--- src/rtl/key_load_seq_if.sv ---
// Serial key-stream handshake between the key-provisioning side (master)
// and the key-load sequencer (slave).
interface key_load_seq_if;
   logic key_valid;
   logic key_bit;
   logic key_last;
   logic key_ready;

   modport master (
      output key_valid,
      output key_bit,
      output key_last,
      input  key_ready
   );

   modport slave (
      input  key_valid,
      input  key_bit,
      input  key_last,
      output key_ready
   );
endinterface

--- src/rtl/key_load_seq.sv ---
// Key-load sequencer: collects a serial key plus one parity beat, checks the
// length and the even parity, then presents the key in parallel and releases
// the locked FSM from reset.
//
// state   | meaning
// --------+-----------------------------------------------------------
// S_IDLE  | locked FSM held in reset, waiting for start
// S_LOAD  | accepting key beats (MSB first), then the parity beat
// S_CHECK | one cycle: parity check over the collected key
// S_RUN   | key presented on key_out, locked FSM released
// S_ERR   | bad length or parity; locked FSM held in reset until clear
module key_load_seq #(
   parameter int KEY_W = 8
) (
   input  logic               clk,
   input  logic               rst,
   input  logic               start,
   input  logic               clear,
   key_load_seq_if.slave      kbus,
   output logic [KEY_W-1:0]   key_out,
   output logic               fsm_rst,
   output logic               done,
   output logic               err
);

   localparam int CW = $clog2(KEY_W + 1);

   typedef enum logic [2:0] {
      S_IDLE  = 3'd0,
      S_LOAD  = 3'd1,
      S_CHECK = 3'd2,
      S_RUN   = 3'd3,
      S_ERR   = 3'd4
   } state_t;

   state_t            state;
   state_t            state_nx;
   logic [CW-1:0]     cnt;
   logic [KEY_W-1:0]  sr;
   logic              par;
   logic              beat;
   logic              par_beat;

   logic              key_ready_nx;
   logic              fsm_rst_nx;
   logic              done_nx;
   logic              err_nx;
   logic [KEY_W-1:0]  key_out_nx;

   // key_ready is registered and high only in LOAD, so this is the accept strobe
   assign beat     = (state == S_LOAD) && kbus.key_ready && kbus.key_valid;
   assign par_beat = (cnt == CW'(KEY_W));

   // State register
   always_ff @(posedge clk or posedge rst) begin
      if (rst) state <= S_IDLE;
      else     state <= state_nx;
   end

   // Next-state decode; clear overrides every other input
   always_comb begin
      state_nx = state;
      if (clear) begin
         state_nx = S_IDLE;
      end else begin
         case (state)
            S_IDLE:  if (start) state_nx = S_LOAD;
            S_LOAD: begin
               if (beat) begin
                  if (par_beat)           state_nx = kbus.key_last ? S_CHECK : S_ERR;
                  else if (kbus.key_last) state_nx = S_ERR;
               end
            end
            S_CHECK: state_nx = (^sr ^ par) ? S_ERR : S_RUN;
            S_RUN:   state_nx = S_RUN;
            S_ERR:   state_nx = S_ERR;
            default: state_nx = S_IDLE;
         endcase
      end
   end

   // Output decode from the next state so every output is a plain register
   always_comb begin
      key_ready_nx = (state_nx == S_LOAD);
      fsm_rst_nx   = (state_nx != S_RUN);
      done_nx      = (state_nx == S_RUN);
      err_nx       = (state_nx == S_ERR);
      key_out_nx   = '0;
      // the key is captured only on the CHECK->RUN step and frozen while running
      if (state_nx == S_RUN) key_out_nx = (state == S_CHECK) ? sr : key_out;
   end

   // Output registers
   always_ff @(posedge clk or posedge rst) begin
      if (rst) begin
         kbus.key_ready <= 1'b0;
         fsm_rst        <= 1'b1;
         done           <= 1'b0;
         err            <= 1'b0;
         key_out        <= '0;
      end else begin
         kbus.key_ready <= key_ready_nx;
         fsm_rst        <= fsm_rst_nx;
         done           <= done_nx;
         err            <= err_nx;
         key_out        <= key_out_nx;
      end
   end

   // Beat counter, key shift register and parity capture
   always_ff @(posedge clk or posedge rst) begin
      if (rst) begin
         cnt <= '0;
         sr  <= '0;
         par <= 1'b0;
      end else if (clear) begin
         cnt <= '0;
      end else if ((state == S_IDLE) && start) begin
         cnt <= '0;
         sr  <= '0;
      end else if (beat) begin
         if (par_beat) begin
            par <= kbus.key_bit;
         end else begin
            sr  <= {sr[KEY_W-2:0], kbus.key_bit};
            cnt <= cnt + CW'(1);
         end
      end
   end

endmodule

--- src/flat_wrapper.sv ---
// flat-port wrapper written by rule: the top's interface ports become plain ports
module key_load_seq_flat 
#(
   parameter int KEY_W = 8
)
  (clk, rst, start, clear, key_out, fsm_rst, done, err, kbus_key_valid, kbus_key_bit, kbus_key_last, kbus_key_ready);
  key_load_seq_if kbus_i ();
  input  logic clk;
  input  logic rst;
  input  logic start;
  input  logic clear;
  output logic [KEY_W-1:0] key_out;
  output logic fsm_rst;
  output logic done;
  output logic err;
  input wire logic [$bits(kbus_i.key_valid)-1:0] kbus_key_valid;
  input wire logic [$bits(kbus_i.key_bit)-1:0] kbus_key_bit;
  input wire logic [$bits(kbus_i.key_last)-1:0] kbus_key_last;
  output wire logic [$bits(kbus_i.key_ready)-1:0] kbus_key_ready;
  assign kbus_i.key_valid = kbus_key_valid;
  assign kbus_i.key_bit = kbus_key_bit;
  assign kbus_i.key_last = kbus_key_last;
  assign kbus_key_ready = kbus_i.key_ready;
  key_load_seq #(.KEY_W(KEY_W)) u_core (.clk(clk), .rst(rst), .start(start), .clear(clear), .kbus(kbus_i), .key_out(key_out), .fsm_rst(fsm_rst), .done(done), .err(err));
endmodule
--- config.mk ---
export PLATFORM = sky130hd
export DESIGN_NAME = key_load_seq_flat
export DESIGN_NICKNAME = d
export VERILOG_FILES = /design/src/rtl/key_load_seq_if.sv /design/src/rtl/key_load_seq.sv /design/src/flat_wrapper.sv
export SDC_FILE = /design/constraint.sdc
export NUM_CORES = 1
export LEC_CHECK = 0
export ABC_CLOCK_PERIOD_IN_PS = 4650
export CAP_MARGIN = 25
export CORE_MARGIN = 5
export CORE_UTILIZATION = 58
export DETAILED_ROUTE_END_ITERATION = 8
export PLACE_DENSITY = 0.83
export SYNTH_ARGS = -nofsm -noshare
export SYNTH_HDL_FRONTEND = slang
export SYNTH_SLANG_ARGS = --single-unit
--- constraint.sdc ---
create_clock -name clk -period 4.65 [get_ports clk]
set_input_delay 0.93 -clock clk [delete_from_list [all_inputs] [get_ports clk]]
set_output_delay 0.93 -clock clk [all_outputs]
set_load 0.1 [all_outputs]
* Word-level counts from Yosys, hierarchy flattened *
Cells that the tools add are included.

operators by class
  bitwise logic cells = 3
  mux-type cells = 17
  eq/ne operators = 12
  reduce and logical (&&, ||, !) cells = 10
  add/subtract/negate cells = 1

operators with widths
  cell                                                 count
  2-to-1 mux 8 bit                                     5
  2-to-1 mux 3 bit                                     7
  2-to-1 mux 4 bit                                     4
  case mux 3 bit (5 select lines)                      1
  equality test 3 x 2 -> 1 bit, second input constant  3
  parity 8 bit                                         1
  equality test 3 x 1 -> 1 bit, second input constant  2
  equality test 3 bit, second input constant           2
  adder 4 x 1 -> 4 bit, second input constant          1
  equality test 4 bit, second input constant           1
  != test 2 bit, second input constant                 2
  AND reduction 4 bit                                  1
  logical AND 1 bit                                    3
  logical NOT 3 bit                                    1
  != test 3 x 2 -> 1 bit, second input constant        1
  != test 3 bit, second input constant                 1
  AND reduction 3 bit                                  1
  nonzero test 3 bit                                   1
  NOT 1 bit                                            2
  AND reduction 2 bit                                  1
  nonzero test 2 bit                                   1
  bitwise XOR 1 bit                                    1

storage, ports and cells
  output and inout port bits = 12
  logic and storage cells = 52
  bits of input ports = 7
  register bits = 28

* Logic depth before layout (Yosys ltp) *
  depth after elaboration = 8
  depth in mapped cells = 6
  gate-level depth less buffers = 6

* Worst setup path after synthesis *
No wires, ideal clock.

  kind = reg-to-reg
  from = register u_core.kbus.key_ready
  to = register u_core.sr[0]
  arrival = 2,079 ps
  clock period less this slack = 2,200 ps
  path buffers = 1
  cell stages (with the launch flop) = 6
  setup time = 121 ps
  data required time = 4,529 ps
  path slack = 2,450 ps
  cell sequence = dfrtp_1 -> nor4bb_1 -> buf_2 -> nand3_1 -> a21o_1 -> a22o_1

between the ends
  word-level cells in the longest chain between the ends = 4

RTL lines
  what                                  RTL line               RTL
  from (decl)                           key_load_seq_if.sv:20  output key_ready
  from (signal assigned)                key_load_seq.sv:102    kbus.key_ready <= key_ready_nx;
  logical AND 1 bit (2 in a row)        key_load_seq.sv:51     assign beat = (state == S_LOAD) && kbus.key_ready && kbus.key_valid;
  nonzero test 2 bit (no source line)   --
  AND reduction 3 bit (no source line)  --
  to (signal assigned)                  key_load_seq.sv:125    sr <= {sr[KEY_W-2:0], kbus.key_bit};
  to (decl)                             key_load_seq.sv:39     logic [KEY_W-1:0] sr;

No other way between the ends.
A chain may end at the register's enable or synchronous reset.

* Worst setup path after layout *
  from = register u_core.fsm_rst
  to = output port fsm_rst

RTL lines
  what                    RTL line             RTL
  from (decl)             key_load_seq.sv:21   output logic fsm_rst,
  from (signal assigned)  key_load_seq.sv:103  fsm_rst <= fsm_rst_nx;
  to (decl)               flat_wrapper.sv:13   output logic fsm_rst;

No word-level cell between the ends.

==> impl_metrics.json <==
{
  "status": "complete, no violations",
  "tightest_slew_ns": 0.968,
  "cp.buffers_inverters": 1,
  "cp_top_family": "buffers and inverters",
  "die_x_um": 59.5,
  "path_max_fanout": 1,
  "cts_max_level": 1,
  "synthesis.area_um2": 1420,
  "skew_ns": 0.00579,
  "clock_latency_ns": 0.32,
  "p_leak_nw": 0.723,
  "synth-seq-area-share_pct": 49.3,
  "clk_pin_slew_worst_paths_ns": 0.15,
  "portBuffers": 18,
  "hp-class": "reg2reg",
  "clk_path_buf_depth": 2,
  "drt-total-wl_mm": 2.58,
  "area_growth_syn_to_layout_pct": 20.1,
  "ant_nets": 0,
  "cp-end-kind": "output port",
  "yosysWarnings": 0,
  "cp.arrival_ns": 1.97,
  "syn_inst": 116,
  "grt-ovfl-total": 0,
  "grt_pass1_vias": 1061,
  "finalCritPeriodShare_pct": 62.4,
  "avgSynthCellArea_um2": 12.3,
  "cts-root-buf": "clkbuf_4",
  "maxSlewHeadroom_pct": 34.6,
  "final_core_util_pct": 71.0,
  "finalNetCount": 146,
  "slew_viol_final": 0,
  "ys_seq_elements": 28,
  "synth_xor_xnor_area_share_pct": 7.56,
  "grt_pass1_wl_mm": 4.66,
  "post_drt_wl_per_cell_um": 15.5,
  "rows": 18,
  "crit_slowest_cell": "clkdlybuf4s50_1",
  "timing.hold.ws_ns": 0.566,
  "dp_hpwl_mm": 1.92,
  "dieArea_um2": 3550,
  "drive_gt1_share_pct": 14.0,
  "ios": 19,
  "power_density_nw_per_um2": 261,
  "numCtsBuffers": 3,
  "start_util_pct": 59.1,
  "synth-simple-area-share_pct": 20.7,
  "start_kind": "register",
  "synthMuxAreaShare_pct": 8.88,
  "hold_viol": 0,
  "finalSetupViolCount": 0,
  "viasPerCell": 5.84,
  "first_iter_violations": 17,
  "firstDrtPassIters": 4,
  "synth_fa_ha_area_share_pct": 1.76,
  "drc_errors": 0,
  "die_h_um": 59.5,
  "syn_nets": 125,
  "max_freq_mhz": 344,
  "tns_ns": 0,
  "critPathKind": "reg2out",
  "ctsResizeCount": 0,
  "cts_sinks": 28,
  "irDropWorstVdd_uv": 210,
  "holdBufCountCts": 0,
  "core_area_um2": 2410,
  "place.gp.congestion": 0.795,
  "num_vias": 970,
  "grt_max_degree": 29,
  "slowest_delay_ns": 1.12,
  "crit_required_ns": 3.72,
  "cts_tree": "done",
  "grt_use_total_pct": 17.2,
  "synth_top_family_by_area": "simple AND/OR/NAND/NOR gates",
  "grt_antenna_before_repair": 0,
  "fin_crit_ns": 2.90,
  "synth_compound_area_share_pct": 9.23,
  "cp_cell_sequence": "clkdlybuf4s50_1",
  "rsz0062_at_grt": "false",
  "maxCapViolCount": 0,
  "antennaDiodeCount": 0,
  "postCtsSetupBuffers": 0,
  "synth_cell_types": 37
}
==> metal layers <==
metal | global-route usage [%] | wire, um
met1 | 21.7 | 1200
met2 | 29.2 | 1250
met3 | 3.05 | 92
met4 | 6.65 | 31
met5 | 0 | 0
==> cells in the final DEF (no fill, tap or decap), types with 2 or more instances in the layout <==
cell type | netlist | final
nor2b_1 | 2 | 2
o21ai_0 | 2 | 2
mux2i_1 | 10 | 10
xor2_1 | 3 | 3
ha_1 | 2 | 2
nand2b_1 | 3 | 3
xnor2_1 | 4 | 4
clkdlybuf4s50_1 | 0 | 18
nor2_1 | 6 | 6
dfrtp_1 | 27 | 27
clkbuf_4 | 0 | 3
inv_1 | 5 | 5
o211ai_1 | 3 | 3
nor3b_2 | 8 | 8
nor4bb_1 | 2 | 2
nor3b_1 | 3 | 3
nand3_1 | 3 | 3
a22o_1 | 8 | 8
nand2_1 | 2 | 2
a31oi_1 | 2 | 2
==> sequential cells by signal, summed over array words and instances, names as in the netlist <==
register and count:
u_core.sr 8, u_core.par 1, u_core.state 3, u_core.done 1, u_core.key_out 8, u_core.kbus.key_ready 1, u_core.cnt 4, u_core.fsm_rst 1
u_core.err 1
==> Yosys cell counts <==
library cell / instances / share of area (%)
nor3b_1: 3 / 1.6
nor2_1: 6 / 1.6
buf_2: 3 / 1.1
nor3_1: 1 / 0.35
or2_1: 1 / 0.44
dfrtp_1: 27 / 47
mux2_2: 1 / 0.79
o21ai_0: 2 / 0.70
dfstp_2: 1 / 1.8
a31oi_1: 2 / 0.88
nand2_1: 2 / 0.53
clkbuf_1: 1 / 0.26
xnor3_2: 1 / 1.7
a22o_1: 8 / 4.9
and3_1: 1 / 0.44
mux2_4: 1 / 1.1
a41oi_1: 1 / 0.62
o211ai_1: 3 / 1.6
mux2i_1: 10 / 7.0
nor4bb_1: 2 / 1.4
nand2b_1: 3 / 1.3
nor2b_1: 2 / 0.88
and4b_1: 1 / 0.70
xnor2_1: 4 / 2.5
nor3b_2: 8 / 7.0
or4b_1: 1 / 0.70
nor2_2: 1 / 0.44
xor2_1: 3 / 1.8
a21o_1: 1 / 0.53
ha_1: 2 / 1.8
nor4b_1: 1 / 0.62
nand4_1: 1 / 0.44
nand3_1: 3 / 1.1
inv_1: 5 / 1.3
nand3b_1: 1 / 0.53
xnor3_1: 1 / 1.6
and3b_1: 1 / 0.62
==> layout make-up <==
| cell class | count | area [um2] |
|---|---|---|
| Clock buffer | 3 | 22.5 |
| Clock inverter | 1 | 30.0 |
| Fill cell | 177 | 699 |
| Inverter | 5 | 18.8 |
| Multi-Input combinational cell | 79 | 684 |
| Sequential cell | 28 | 702 |
| Tap cell | 30 | 37.5 |
| Timing Repair Buffer | 20 | 215 |
==> worst register-to-register path, delay by kind of cell, from the launching register on <==
| family | cells | cell delay [ns] |
|---|---|---|
| AO/OA/AOI/OAI | 2 | 0.62 |
| AND/OR/NAND/NOR | 2 | 1.22 |
| flip-flops | 1 | 0.49 |
==> metrics by stage <==
step	area [um2]	total power [mW]	setup WS [ns]	std cells
2_1_floorplan	1420	0.278	2.45	116
3_3_place_gp	1630	0.290	2.11	161
3_5_place_dp	1630	0.290	2.02	161
4_1_cts	1680	0.448	1.73	165
5_1_grt	1710	0.462	1.70	166
6_report	1710	0.446	1.75	166
==> path summary, 6_finish.rpt <==
check | startpoint | to | slack [ns] | cells after the start
min reg2reg | u_core.par$_DFFE_PP0P_ | u_core.par$_DFFE_PP0P_ | 0.57 | 1
min | u_core.par$_DFFE_PP0P_ | u_core.par$_DFFE_PP0P_ | 0.57 | 1
max in group asynchronous | rst | u_core.fsm_rst$_DFF_PP1_ | 3.30 | 3
min in group asynchronous | rst | u_core.cnt[1]$_DFFE_PP0P_ | 0.85 | 2
max reg2reg | u_core.state[2]$_DFF_PP0_ | u_core.sr[2]$_DFFE_PP0P_ | 2.23 | 4
max | u_core.fsm_rst$_DFF_PP1_ | fsm_rst | 1.75 | 1
==> where the power goes <==
group / leakage (nW) / switching (mW) / internal (mW)
Combinational: 0.310 / 0.0244 / 0.0153
Sequential: 0.385 / 0.00298 / 0.246
Clock: 0.0279 / 0.0700 / 0.0871
Total: 0.723 / 0.0973 / 0.348
==> logic make-up (layout without fill, tap and decap cells) <==
| group | after synthesis | in the layout |
|---|---|---|
| compound gates | 17 | 17 |
| xor+xnor | 9 | 9 |
| fa+ha+maj | 2 | 2 |
| buf+inv | 9 | 29 |
| flops | 28 | 28 |
| mux | 12 | 12 |
| simple gates | 39 | 39 |
Power figures use the tool's default switching activity.
